$ cat src/rtl/pipeline_hazard_ctrl.sv
// Hazard/sequencing controller for the 5-stage pipeline: forwarding, load-use stall,
// branch redirect flush, multi-cycle EX freeze. Optional perf counters via HAZ_PERF_CNT_EN.
module pipeline_hazard_ctrl #(
  parameter int MC_TIMEOUT      = 64,
  parameter int REDIRECT_CYCLES = 1
) (
  input  logic       clk,
  input  logic       reset,
  input  logic [4:0] id_rs1,
  input  logic [4:0] id_rs2,
  input  logic       id_uses_rs1,
  input  logic       id_uses_rs2,
  input  logic [4:0] ex_rs1,
  input  logic [4:0] ex_rs2,
  input  logic [4:0] ex_rd,
  input  logic       ex_memread,
  input  logic       ex_branch_taken,
  input  logic       ex_mc_start,
  input  logic       mc_done,
  input  logic [4:0] mem_rd,
  input  logic [4:0] wb_rd,
  input  logic       mem_regwrite,
  input  logic       wb_regwrite,
  output logic [1:0] fwd_a,
  output logic [1:0] fwd_b,
  output logic       pc_stall,
  output logic       ifid_stall,
  output logic       idex_stall,
  output logic       ifid_flush,
  output logic       idex_flush,
  output logic       exmem_bubble,
  output logic       mc_timeout,
  output logic [1:0] ctrl_state
`ifdef HAZ_PERF_CNT_EN
  ,
  output logic [31:0] perf_lu_stalls,
  output logic [31:0] perf_mc_stalls,
  output logic [31:0] perf_flushes
`endif
);

  localparam int MC_W = $clog2(MC_TIMEOUT + 1);
  localparam int RD_W = (REDIRECT_CYCLES > 1) ? $clog2(REDIRECT_CYCLES + 1) : 1;
  localparam logic [MC_W-1:0] MC_LAST = MC_W'(MC_TIMEOUT - 1);
  localparam logic [RD_W-1:0] RD_INIT = RD_W'(REDIRECT_CYCLES - 1);
  localparam logic [RD_W-1:0] RD_ONE  = RD_W'(1);

  typedef enum logic [1:0] {
    ST_RUN      = 2'd0,
    ST_MC_WAIT  = 2'd1,
    ST_REDIRECT = 2'd2
  } state_t;

  state_t          r_state;
  logic [MC_W-1:0] r_mc_cnt;
  logic [RD_W-1:0] r_rd_cnt;

  logic w_in_run, w_in_mc, w_in_rd;
  logic w_load_use, w_run_branch, w_run_mc_enter, w_run_lu;
  logic w_mc_hold, w_mc_timeout, w_mc_stall;

  // MEM/WB result selection; x0 is hard-wired zero so it never forwards.
  function automatic logic [1:0] fwd_sel(input logic [4:0] rs, input logic [4:0] m_rd,
                                         input logic m_we, input logic [4:0] w_rd,
                                         input logic w_we);
    if (m_we && (m_rd != 5'd0) && (m_rd == rs))      return 2'b10;
    else if (w_we && (w_rd != 5'd0) && (w_rd == rs)) return 2'b01;
    else                                             return 2'b00;
  endfunction

  // Encoding 3 is unused and behaves as RUN.
  assign w_in_mc  = (r_state == ST_MC_WAIT);
  assign w_in_rd  = (r_state == ST_REDIRECT);
  assign w_in_run = !w_in_mc && !w_in_rd;

  assign w_load_use = ex_memread && (ex_rd != 5'd0) &&
                      ((id_uses_rs1 && (id_rs1 == ex_rd)) || (id_uses_rs2 && (id_rs2 == ex_rd)));

  assign w_run_branch   = w_in_run && ex_branch_taken;
  assign w_run_mc_enter = w_in_run && !ex_branch_taken && ex_mc_start && !mc_done;
  assign w_run_lu       = w_in_run && !ex_branch_taken && !ex_mc_start && w_load_use;
  assign w_mc_timeout   = w_in_mc && !mc_done && (r_mc_cnt == MC_LAST);
  assign w_mc_hold      = w_in_mc && !mc_done && (r_mc_cnt != MC_LAST);
  assign w_mc_stall     = w_run_mc_enter || w_mc_hold;

  always_comb begin
    fwd_a        = 2'b00;
    fwd_b        = 2'b00;
    pc_stall     = 1'b0;
    ifid_stall   = 1'b0;
    idex_stall   = 1'b0;
    ifid_flush   = 1'b0;
    idex_flush   = 1'b0;
    exmem_bubble = 1'b0;
    mc_timeout   = 1'b0;
    if (!reset) begin
      fwd_a        = fwd_sel(ex_rs1, mem_rd, mem_regwrite, wb_rd, wb_regwrite);
      fwd_b        = fwd_sel(ex_rs2, mem_rd, mem_regwrite, wb_rd, wb_regwrite);
      pc_stall     = w_mc_stall || w_run_lu;
      ifid_stall   = w_mc_stall || w_run_lu;
      idex_stall   = w_mc_stall;
      exmem_bubble = w_mc_stall;
      ifid_flush   = w_run_branch || w_in_rd;
      idex_flush   = w_run_branch || w_run_lu;
      mc_timeout   = w_mc_timeout;
    end
  end

  assign ctrl_state = r_state;

  always_ff @(posedge clk or posedge reset) begin
    if (reset) begin
      r_state  <= ST_RUN;
      r_mc_cnt <= '0;
      r_rd_cnt <= '0;
    end else begin
      case (r_state)
        ST_MC_WAIT: begin
          if (mc_done || (r_mc_cnt == MC_LAST)) begin
            r_state  <= ST_RUN;
            r_mc_cnt <= '0;
          end else begin
            r_mc_cnt <= r_mc_cnt + 1'b1;
          end
        end
        ST_REDIRECT: begin
          r_rd_cnt <= r_rd_cnt - 1'b1;
          if (r_rd_cnt == RD_ONE) r_state <= ST_RUN;
        end
        default: begin
          r_state <= ST_RUN;
          if (ex_branch_taken) begin
            if (REDIRECT_CYCLES > 1) begin
              r_state  <= ST_REDIRECT;
              r_rd_cnt <= RD_INIT;
            end
          end else if (ex_mc_start && !mc_done) begin
            r_state  <= ST_MC_WAIT;
            r_mc_cnt <= '0;
          end
        end
      endcase
    end
  end

`ifdef HAZ_PERF_CNT_EN
  function automatic logic [31:0] sat_inc(input logic [31:0] v);
    return (v == 32'hFFFF_FFFF) ? v : v + 32'd1;
  endfunction

  always_ff @(posedge clk or posedge reset) begin
    if (reset) begin
      perf_lu_stalls <= '0;
      perf_mc_stalls <= '0;
      perf_flushes   <= '0;
    end else begin
      if (w_run_lu)     perf_lu_stalls <= sat_inc(perf_lu_stalls);
      if (w_mc_stall)   perf_mc_stalls <= sat_inc(perf_mc_stalls);
      if (w_run_branch) perf_flushes   <= sat_inc(perf_flushes);
    end
  end
`endif

endmodule

$ cat config.mk
export PLATFORM = sky130hd
export DESIGN_NAME = pipeline_hazard_ctrl
export DESIGN_NICKNAME = d
export VERILOG_FILES = /design/src/rtl/pipeline_hazard_ctrl.sv
export SDC_FILE = /design/constraint.sdc
export NUM_CORES = 1
export LEC_CHECK = 0
export CAP_MARGIN = 0
export CORE_AREA = 5 5 46 67
export DETAILED_ROUTE_END_ITERATION = 12
export DIE_AREA = 0 0 51 72
export MAX_ROUTING_LAYER = met4
export PLACE_DENSITY = 0.82
export SLEW_MARGIN = 20
export SYNTH_ARGS = -nofsm -noshare
export SYNTH_HDL_FRONTEND = slang
export SYNTH_SLANG_ARGS = --single-unit
$ cat constraint.sdc
create_clock -name clk -period 6 [get_ports clk]
set_clock_uncertainty 0.05 [all_clocks]
set_input_delay 1.2 -clock clk [delete_from_list [all_inputs] [get_ports clk]]
set_output_delay 1.2 -clock clk [all_outputs]
set_load 0.1 [all_outputs]
==> results.txt, run 1 <==
The run finished with clean final reports. The startpoint of the worst-slack reg-to-reg timing path is r_mc_cnt[0]$_DFFE_PP0P_. The first detailed-routing pass took 4 iterations. The number of placement rows is 22.

Cell internal power was estimated by the tool at 0.126 mW. The top cell types in the final layout, fill and taps aside, are sky130_fd_sc_hd__clkdlybuf4s50_1, sky130_fd_sc_hd__xor2_1, sky130_fd_sc_hd__xnor2_1. CTS placed an instance of sky130_fd_sc_hd__clkbuf_4 at the clock tree root. The number of nets in the synthesized netlist is 151. The floorplan die height is 72 um. The number of hold-slack violations in the final timing report came to 0. The post-synthesis cell area is 905 sq um. Multiplexer cells account for 1.24% of the synthesized area. The combinational family with the most area after synthesis is XOR/XNOR gates. The via count of the first global-routing pass is 1098. The fraction of post-synthesis cell area in the top cell type by area came out at 22.1%. The number of clock sinks came out at 8.

The area used by multi-input combinational logic came out at 663 sq um. The net count of the finished layout is 206. The total DRC errors in the routed layout came out at 0.

The library cell used most frequently in the layout, excluding fill and tap cells, is sky130_fd_sc_hd__clkdlybuf4s50_1. The clock buffer count from CTS is 3. The final RePlAce weighted congestion is 0.734. The fmax came out at 209 MHz. Summing the sequential cell areas from Yosys gives 22.1% of the chip area. The timing startpoint of the critical path is mem_rd[1]. The DRC violation total after the first TritonRoute iteration came out at 15. The port buffer count is 56.

In this run the power density over the cells is 136 nW/um^2. The type of the worst setup path is in -> out. The TritonCTS clock tree is done. The routed design could run at a clock period as short as 4770 ps.

STA classifies the critical path endpoint as an output port. Of the total synthesized cell area, the portion taken by AND, OR, NAND and NOR gates is 24.3%. After filler insertion, the fill cell instance count of the layout stands at 233. The worst hold path belongs to the class reg -> reg.

The vias after detailed routing came out at 988. The Yosys step of the flow raised 0 warnings. The finished layout holds 182 standard cells, fillers aside. The number of top-level pins came out at 58.

The placed cell count came out at 179. The number of flip-flops and latches in the synthesized netlist is 8. The startpoint class of the critical path is a primary input. In this run the tightest slew margin relative to its limit is 33.6%. The clock reaches the later pin of the worst-skew pair after 250 ps. The first-pass GRT wire length came out at 4.57 mm. The critical path ends at fwd_a[1]. The critical path data arrival time came out at 3520 ps. The number of levels in the clock H-tree came out at 1. After synthesis, the cell types taking the most area are sky130_fd_sc_hd__dfrtp_1, sky130_fd_sc_hd__xor2_1, sky130_fd_sc_hd__xnor2_1. The relative contribution of the clock network to total power came out at 20.4%. Global routing used 16.4% of the available tracks across all layers. The effective utilization at floorplan is 36.9%. Using the TritonRoute via totals, the vias-per-cell ratio works out to 5.43. For this design the total switching power over the nets is 0.0735 mW. The switching share of power came out at 36.8%. The adder and majority cell fraction of the synthesized area came out at 1.38%. The biggest area contributor in the post-synthesis netlist is sky130_fd_sc_hd__dfrtp_1. The fraction of power consumed by sequential logic is 30.1%.

The count of different cell masters after synthesis is 32. The mean routed wirelength per cell came out at 14.9 um. The combinational cell fraction of total power is 49.5%. The total setup buffers inserted after CTS is 0. In this run the register-to-register setup slack is 4220 ps. The max-cap violation count is 0. Setup violations remaining at the end of the flow were counted as 0. VDD sags by at most 60.6 uV. The mean post-synth cell area is 8.62 sq um. The count of mapped cells out of synthesis is 105.

The reported leakage power came out at 0.562 nW. Setup repair after global routing left no endpoint under its margin. The detailed-route wire length is 2.72 mm. The compound-cell area share of the yosys netlist is 14.0%. The wire-length estimate of the detail-placed layout is 2.46 mm. The die extent in x is 51 um. The cts-stage hold buffer count is 0.

The slew at the pin with the worst max-slew slack came out at 992 ps. The maximum clock insertion buffer count came out at 2. Adding up every negative setup slack in the final design gives 0 ps.

The number of cells upsized or downsized after cts came out at 0. The worst reg2reg path depth came out at 5. The max-slew violation count is 0. The number of antenna violations at the first check in global routing was 0. The clock-pin slew of the registers on the worst-case setup and hold paths came out at 50 ps. The final global-route overflow total came out at 0.

The ratio of cells with drive above 1 in the final layout came out at 8.23%. The required time reported for the critical path endpoint came out at 4750 ps. The floorplan core area is 2450 sq um. The post-synthesis to final-layout area growth came out at 62.2%. The floorplan step defined a die boundary enclosing 3670 sq um.

Entering global routing, the biggest net connects 10 pins. The area used by sequential logic in the layout is 200 sq um. Along the worst path, the maximum fanout reaches 4.

Once detail routing completed, the nets flagged for antenna violations numbered 0. In this run the critical register-to-register path is captured at r_mc_cnt[3]$_DFFE_PP0P_. The antenna cell count came out at 0. The synthesized netlist devotes 32.0% of its cell area to XOR and XNOR gates. After layout, the worst path uses 79.6% of the clock period.
flip-flops by register name, indices dropped and copies added, names as in the netlist:
signal      count
ctrl_state      1
r_mc_cnt        7
logic make-up after synthesis:
group,after synthesis
and+or+nand+nor,38
other,1
muxes,1
adders and majority gates,1
buffers and inverters,7
AOI/OAI and AO/OA,16
xor gates and xnor gates,33
DFF,8
critical path: stages:
cell and delay [ps]:
sky130_fd_sc_hd__clkdlybuf4s50_1 470, sky130_fd_sc_hd__or4_1 580, sky130_fd_sc_hd__o21ai_2 200, sky130_fd_sc_hd__nor4_1 90, sky130_fd_sc_hd__clkdlybuf4s50_1 980
synth_stat cells (all sizes together):
library cell and count:
and3 1, or4 5, o32ai 1, nand2 7, clkbuf 2, ha 1
o21ai 3, xnor2 14, nor2 4, nor2b 2, o21ba 1, dfrtp 8
nor4 8, o31ai 1, o211ai 2, a32oi 1, xor2 19, nor3b 1
o21a 2, and2 1, a211o 1, conb 1, nor3 4, nand2b 1
buf 4, nand3 4, a22o 3, inv 1, o21bai 1, mux2 1
how the worst min path moves through the flow:
stage / startpoint / to / slack, ps / cells past startpoint
finish: r_mc_cnt[6]$_DFFE_PP0P_ / r_mc_cnt[6]$_DFFE_PP0P_ / 460 / 1
global route: r_mc_cnt[6]$_DFFE_PP0P_ / r_mc_cnt[6]$_DFFE_PP0P_ / 480 / 1
CTS: r_mc_cnt[6]$_DFFE_PP0P_ / r_mc_cnt[6]$_DFFE_PP0P_ / 470 / 1
detailed placement: r_mc_cnt[6]$_DFFE_PP0P_ / r_mc_cnt[6]$_DFFE_PP0P_ / 450 / 1
global placement: r_mc_cnt[6]$_DFFE_PP0P_ / r_mc_cnt[6]$_DFFE_PP0P_ / 450 / 1
floorplan: r_mc_cnt[6]$_DFFE_PP0P_ / r_mc_cnt[6]$_DFFE_PP0P_ / 430 / 1
final cells by class:
class	count	share of cell area (%)
flip-flops and latches	8	13.6
inverters	1	0.256
multi-input cells	90	45.2
well taps	24	2.05
clock buffers	3	1.53
repair buffers	56	37.3
stage by stage:
stage | total power [mW] | hold WS, ps | instance area (sq um) | worst slack [ps] | util [%]
after global placement | 0.157 | 450 | 1450 | 1270 | 59.0
final | 0.200 | 464 | 1470 | 1230 | 59.9
after global routing | 0.212 | 485 | 1470 | 1130 | 59.9
after detailed placement | 0.159 | 451 | 1450 | 1210 | 59.0
after CTS | 0.201 | 467 | 1470 | 1200 | 59.9
after floorplan | 0.115 | 431 | 905 | 129 | -
power by group through the flow:
stage / logic [mW] / registers, mW / clock network [mW]
after global placement: 0.0972 / 0.0602 / 0
after floorplan: 0.0548 / 0.0598 / 0
after CTS: 0.100 / 0.0598 / 0.0407
final: 0.0988 / 0.0600 / 0.0407
after detailed placement: 0.0991 / 0.0604 / 0
after global routing: 0.106 / 0.0602 / 0.0456
routing by layer:
| layer | share of wire (%) | vias to the layer above | track usage [%] | wire (um) |
|---|---|---|---|---|
| met2 | 61 | 34 | 33.4 | 1650 |
| met5 | 0 | - | - | 0 |
| li1 | - | 484 | - | - |
| met1 | 32 | 464 | 14.8 | 878 |
| met3 | 4.6 | 6 | 2.05 | 125 |
| met4 | 2.2 | 0 | 5.69 | 59 |
No activity file was read; power rests on OpenSTA's default activity.
==> run 2, diff against run 1 <==
CORE_AREA = 5 5 49 73   (was 5 5 46 67)
DIE_AREA = 0 0 54 78   (was 0 0 51 72)
PLACE_DENSITY = 0.74   (was 0.82)
clock period = 3.9 ns   (was 6 ns; I/O delays follow)
==> run 2 against run 1 <==
Register-to-register slack worse by 2100 ps. Core utilization shrank 3.0 points. Via count increased by 0.20%. Sequential share of layout area decreased by 1.3 points. Highest routed layer unchanged. Combinational power rose by 66%. Critical path depth is 1 higher. Sequential power grew 54%. Non-clock buffer count up 2. Clock power rose by 150%. Total power increased by 78%. Global-route usage decreased by 2.1 points. Flip-flop and latch count stayed put.
==> results.txt, run 2 (synthesis gave the netlist of run 1 again) <==
The flow ran to the end, and the final reports show no timing, DRC or antenna violations. The most critical setup path has its startpoint at mem_rd[1]. Broken down by cell family, the worst path's largest delay share belongs to simple AND/OR/NAND/NOR gates. The reg-to-reg endpoint is r_mc_cnt[3]$_DFFE_PP0P_. The share of the clock period used by the worst path after layout came out at 90.2%.

The time the final worst path needs with I/O delays and setup is 3520 ps. The worst-case hold path end point is r_mc_cnt[6]$_DFFE_PP0P_. The analysis attributes to cell leakage a power of 0.617 nW. CTS saw 8 sinks. TritonCTS built the clock tree. The worst slack on hold paths is 473 ps. The initial utilization of the core area, before any placement, comes to 31.7%. At the pin with the least slew margin, the transition time is 967 ps.

The post-synthesis to final-layout area growth came out at 79.4%. The ratio of cells with drive above 1 in the final layout is 14.4%. Setup repair after global routing left no endpoint under its margin. In this run the most critical hold path is launched from r_mc_cnt[6]$_DFFE_PP0P_. The library cells used most frequently in the layout, excluding fill and tap cells, are sky130_fd_sc_hd__clkdlybuf4s50_1, sky130_fd_sc_hd__xor2_1, sky130_fd_sc_hd__xnor2_1. The worst setup path is captured at an output port. The number of hold-slack violations in the final timing report came out at 0.

The worst setup path is of the in -> out kind. The clock-pin slew of the registers on the worst-case setup and hold paths is 40 ps. The tree is rooted in a sky130_fd_sc_hd__clkbuf_8.

The power per unit of standard cell area is 219 nW/um^2. The first routing iteration left 16 violations. Summing all multi-input logic gate instances after layout gives 693 sq um. The fraction of power consumed by sequential logic came out at 25.9%. The worst hold path stage count is 1. Using the TritonRoute via totals, the vias-per-cell ratio works out to 4.97. For this design the top-level I/O count stands at 58.

The highest fanout seen on the critical path came out at 4. The library cell used most frequently in the layout, excluding fill and tap cells, is sky130_fd_sc_hd__clkdlybuf4s50_1. The worst slew slack as a fraction of its limit is 35.3%.

For this run, the post-layout net count is 208. The antenna cell count is 0. The max-cap violation count is 0. The number of antenna violations at the first check in global routing is 0. The overall track demand over capacity in global routing came out at 14.4%. The required time reported for the critical path endpoint came out at 3070 ps. The number of levels in the clock H-tree came out at 1. The via count of the first global-routing pass was 1098. The final setup slack of the worst path is 382 ps.

The die footprint is 4210 sq um. The number of buffers and inverters on the critical path came out at 2. In this run the worst hold path is classified as reg -> reg. The total power after layout came out at 0.356 mW. The biggest cell delay along the critical path is 570 ps. The largest net degree at the start of global routing is 9. Traced cell by cell, the critical path runs through clkdlybuf4s50_1 > or4_1 > o21ai_2 > nor3_1 > nor4_4 > buf_12. Routability-driven placement finished with a final weighted congestion of 0.900.

The pre-CTS setup slack is 372 ps. The clock buffer count from CTS came out at 3. Of the total power, the share spent switching nets is 34.2%. The top register by number of flip-flops is r_mc_cnt. The cell-internal power came out at 0.234 mW. The area used by sequential logic in the layout came out at 200 sq um.

The half-perimeter wire length after placement came out at 2.48 mm. The die extent in x is 54 um. The worst setup slack for register-to-register paths is 2130 ps. The total setup buffers inserted after CTS came out at 0.

The vias after detailed routing is 990. In this run the standard cell core region covers 2850 sq um. The fmax came out at 284 MHz. The register with the most flip-flops in the layout has 7 of them.

The floorplan die height is 78 um. The detailed-route wire length is 2.80 mm. For this run, design rule violations remaining after detail routing come to 0.

The relative contribution of the clock network to total power came out at 28.1%. Counting along the longest clock path gives a buffer depth of 2. The startpoint class of the critical path is a primary input. The detailed-routing iteration count for the pre-antenna-repair pass came out at 3. The number of filler instances in the final layout came out at 275. The critical path data arrival time came out at 2690 ps. After clock tree synthesis, the repair step resized 0 gates. The number of placement rows came out at 24.

In this run the critical register-to-register path is launched from r_mc_cnt[0]$_DFFE_PP0P_. The largest individual stage delay along the critical path comes from the cell sky130_fd_sc_hd__or4_1. The final antenna-violating net count came out at 0.

The setup total negative slack is 0 ps. Combinational cells account for 46.0% of the total power. The mean routed wirelength per cell is 14.1 um.

The final global-route overflow total came out at 0. Counting cells, the worst reg-to-reg path comes to 5. The max-slew violation count is 0. IR analysis of the VDD net gives a maximum drop of 116 uV.

The total of endpoints with negative setup slack in the final report is 0. The power spent charging and discharging nets came out at 0.122 mW. The first-pass GRT wire length is 4.53 mm. The port buffer count came out at 56.

The clock latency on the worst-skew pair came out at 230 ps. The cts-stage hold buffer count came out at 0.
run 2: layout make-up:
cell class                 instances  area share (%)
tap                               39            3.01
inverter                           1           0.231
sequential                         8            12.3
timing repair buffer              58            39.2
clock buffer                       3            2.54
multi-input combinational         90            42.7
run 2: worst max-delay path by stage:
stage | endpoint | depth (start not counted)
final | fwd_b[0] | 6
after global routing | fwd_b[0] | 6
after CTS | fwd_b[0] | 6
after detailed placement | fwd_b[0] | 6
after global placement | fwd_b[0] | 6
after floorplan | fwd_a[1] | 2
run 2: through the flow:
| stage | util (%) | instances | cell area (sq um) |
|---|---|---|---|
| finish | 56.9 | 199 | 1620 |
| CTS | 56.9 | 199 | 1620 |
| global route | 56.9 | 199 | 1620 |
| floorplan | - | 105 | 935 |
| detailed placement | 55.4 | 196 | 1580 |
| global placement | 55.4 | 196 | 1580 |
run 2: power groups by stage:
stage / registers (mW) / logic [mW] / clock network (mW)
2_1_floorplan: 0.0921 / 0.0874 / 0
3_3_place_gp: 0.0931 / 0.162 / 0
3_5_place_dp: 0.0932 / 0.165 / 0
4_1_cts: 0.0922 / 0.165 / 0.103
5_1_grt: 0.0932 / 0.174 / 0.106
6_report: 0.0922 / 0.164 / 0.100
run 2: routing by layer:
| metal | global-route usage [%] | part of all wire, % | vias up |
|---|---|---|---|
| li1 | - | - | 486 |
| met1 | 14.5 | 36 | 459 |
| met2 | 26.5 | 58 | 38 |
| met3 | 1.34 | 4.0 | 7 |
| met4 | 6.23 | 2.4 | 0 |
| met5 | - | 0 | - |
==> RTL edit 1: new RTL, settings of run 2 <==
Change the parameter `MC_TIMEOUT` from 64 to 128.
--- a/src/rtl/pipeline_hazard_ctrl.sv
+++ b/src/rtl/pipeline_hazard_ctrl.sv
@@ -1,7 +1,7 @@
 // Hazard/sequencing controller for the 5-stage pipeline: forwarding, load-use stall,
 // branch redirect flush, multi-cycle EX freeze. Optional perf counters via HAZ_PERF_CNT_EN.
 module pipeline_hazard_ctrl #(
-  parameter int MC_TIMEOUT      = 64,
+  parameter int MC_TIMEOUT      = 128,
   parameter int REDIRECT_CYCLES = 1
 ) (
   input  logic       clk,
Function: no difference found for any inputs over 10 cycles, from zero or initial values and one cycle with reset high; that may be too few to reach the edited logic, so the function may still have changed.
==> RTL edit 1 against run 2 <==
Worst setup slack got worse by 0.0034 ns. Combinational power grew 6%. Die area stayed put. Largest cell class unchanged. Synthesized cell count increased by 10%. Global-route usage rose by 2.0 points. Cell count rose by 6.5%. Power grew 8.6%. Maximum frequency about the same. Synthesized area up 6.4%. Register-to-register slack lost 0.16 ns. Critical path type unchanged. Sequential cell count grew 1. Routed wire length rose by 10%. Cell area grew 3.5%. Non-clock buffer count unchanged.
==> RTL edit 1: results (changes against run 2) <==
[floorplan]
initial_core_util_pct = 33.73  ; was 31.71%

[grt]
grt_pass1_wl_um = 5078  ; was 4533 um
grt_pass1_vias = 1248  ; was 1098
globalRouteTotalUtil_pct = 16.42  ; was 14.38%

[power]
vdd_drop_max_mv = 0.1043  ; was 0.1158 mV
comb_cell_power_mw = 0.174  ; was 0.164 mW
p_int_mw = 0.2513  ; was 0.2340 mW
pg_clk_mw = 0.107  ; was 0.100 mW
pwr-share-comb_pct = 45.1  ; was 46.0%

[route]
routed_wl_um = 3084  ; was 2796 um
first_pass_iters = 4  ; was 3
num_vias = 1072  ; was 990

[placed_design]
dp_slack_ns = 0.3763  ; was 0.3722 ns
dp.cells = 208  ; was 196
dp_hpwl_um = 2883  ; was 2480 um

[yosys]
synthAdderAreaFrac_pct = 1.300  ; was 1.383%
synth_xor_area_share_pct = 28.22  ; was 31.95%
syn_area_per_cell_um2 = 8.295  ; was 8.615 um^2
synth_compound_area_share_pct = 13.91  ; was 13.97%
syn_nets = 162  ; was 151
yosysUniqueCellTypes = 31  ; was 32
synthMuxAreaShare_pct = 0  ; was 1.245%

[status]
status = finished clean  ; unchanged

[timing]
fin_hold_ws_ns = 0.4823  ; was 0.4728 ns

[critical_path]
r2r_slack_ns = 1.97  ; was 2.13 ns

[final_layout]
drive_gt1_share_pct = 12.14  ; was 14.37%
n_fill_cell = 258  ; was 275

[min_path]
min_from = r_mc_cnt[7]  ; was r_mc_cnt[6]
hold_path_end = r_mc_cnt[7]  ; was r_mc_cnt[6]

[RTL edit 1: cell count changes after synthesis, sizes merged, moves of 2 or more]
cell / delta
nor3b: +2
a22o: -3
o21ai: +8
inv: +2
a21o: +3
and3: +2
nor3: -2
xnor2: -2
[RTL edit 1: area by class of cell]
| class | instances | share of cell area [%] |
|---|---|---|
| clock buffers | 4 | 2.681 |
| inverters | 3 | 0.6701 |
| multi-input cells | 99 | 42.52 |
| flip-flops and latches | 9 | 13.40 |
| well taps | 39 | 2.904 |
| repair buffers | 58 | 37.83 |
[RTL edit 1: layer usage]
metal | vias up | track usage [%] | wire [um]
li1 | 528 | - | -
met3 | 8 | 1.341 | 133
met5 | - | - | 0
met2 | 39 | 32.65 | 1875
met1 | 497 | 14.32 | 960
met4 | 0 | 7.232 | 115
[RTL edit 1: kinds of logic after synthesis]
logic type | after synthesis
buf+inv | 8
xor+xnor | 31
flops | 9
other cells | 1
simple gates | 45
fa+ha+maj | 1
compound gates | 21
==> RTL edit 2: new RTL, flow settings as in run 2 <==
Without the edit above. Register the output `mc_timeout`; this adds one clock of latency there. The other outputs are not delayed to match.
--- a/src/rtl/pipeline_hazard_ctrl.sv
+++ b/src/rtl/pipeline_hazard_ctrl.sv
@@ -51,6 +51,8 @@
     ST_REDIRECT = 2'd2
   } state_t;
 
+  logic mc_timeout_d;
+
   state_t          r_state;
   logic [MC_W-1:0] r_mc_cnt;
   logic [RD_W-1:0] r_rd_cnt;
@@ -92,7 +94,7 @@
     ifid_flush   = 1'b0;
     idex_flush   = 1'b0;
     exmem_bubble = 1'b0;
-    mc_timeout   = 1'b0;
+    mc_timeout_d = 1'b0;
     if (!reset) begin
       fwd_a        = fwd_sel(ex_rs1, mem_rd, mem_regwrite, wb_rd, wb_regwrite);
       fwd_b        = fwd_sel(ex_rs2, mem_rd, mem_regwrite, wb_rd, wb_regwrite);
@@ -102,7 +104,7 @@
       exmem_bubble = w_mc_stall;
       ifid_flush   = w_run_branch || w_in_rd;
       idex_flush   = w_run_branch || w_run_lu;
-      mc_timeout   = w_mc_timeout;
+      mc_timeout_d = w_mc_timeout;
     end
   end
 
@@ -161,5 +163,9 @@
   end
 `endif
 
+  always_ff @(posedge clk) begin
+    mc_timeout <= mc_timeout_d;
+  end
+
 endmodule
 
Formal check against the unedited RTL: no difference found for any inputs over 10 cycles, from zero or initial values and one cycle with reset high; that may be too few to reach the edited logic, so the function may still have changed.
==> RTL edit 2 against run 2 <==
The run now fails in detailed routing (5_2_route). Synthesized area is 1.8% higher.
==> RTL edit 2: results (changes against run 2) <==
[status]
status = stopped before the end  ; was finished clean
haltStage = detailed routing (5_2_route)
firstError = [ERROR DRT-0255] Maze Route cannot find path of net clk in worker of routeBox ( 0 0 ) ( 54000 48300 ).

[cts]
htreeDepth = 1  ; unchanged
post_cts_resized = 0  ; unchanged
cts_inserted_buffers = 3  ; unchanged
post_cts_buffers = 0  ; unchanged
clock_path_buffers = 2  ; unchanged
root_buffer = clkbuf_8  ; unchanged

[yosys]
synth_common_cells = 18 x xor2_1, 12 x xnor2_1, 8 x dfrtp_1  ; was 19 x xor2_1, 14 x xnor2_1, 8 x dfrtp_1
synth_xor_area_share_pct = 28.53  ; was 31.95%
synthAdderAreaFrac_pct = 1.359  ; was 1.383%
syn_area_per_cell_um2 = 8.448  ; was 8.615 um^2
ys_async_sr_fraction_pct = 88.89  ; was 100.0%
synth-seq-area-share_pct = 23.91  ; was 22.13%
syn_nets = 155  ; was 151
yosys-top-cells-area = dfrtp_1 22%, xor2_1 17%, xnor2_1 11%  ; was dfrtp_1 22%, xor2_1 18%, xnor2_1 14%
yosysUniqueCellTypes = 34  ; was 32
ys_ff_latch = 9  ; was 8
synth_compound_area_share_pct = 12.36  ; was 13.97%
synth-main-ff-cell = dfrtp_1  ; unchanged
ys_warn_count = 0  ; unchanged
synthMuxAreaShare_pct = 1.223  ; was 1.245%

[placed_design]
dpl_cell_area_um2 = 1579  ; was 1582 um^2
dp_hpwl_um = 2581  ; was 2480 um
port_buffers = 56  ; unchanged
dp.cells = 201  ; was 196
gp_congestion = 0.8718  ; was 0.8996

[grt]
grt_pass1_vias = 1030  ; was 1098
globalRouteTotalUtil_pct = 14.61  ; was 14.38%
antenna_found_initial = 0  ; unchanged
grt_pass1_wl_um = 4464  ; was 4533 um
grt_max_degree = 10  ; was 9

-- RTL edit 2: metrics by stage --
stage	hold slack, ns	TNS [ns]	worst slack, ns
3_5_place_dp	0.4491	0	0.3551
5_1_grt	0.4748	0	0.2829
2_1_floorplan	0.4147	-2.406	-0.8196
4_1_cts	0.4607	0	0.3393
3_3_place_gp	0.4352	0	0.4080
-- RTL edit 2: cell families after synthesis --
logic type                 Yosys count
AOI/OAI and AO/OA                   17
and+or+nand+nor                     42
other                                1
muxes                                1
buffers and inverters                8
xor gates and xnor gates            30
adders and majority gates            1
DFF                                  9
-- RTL edit 2: routing by layer --
layer  track usage (%)
met1             13.36
met2             28.16
met3            0.5747
met4             7.731
met5                 -
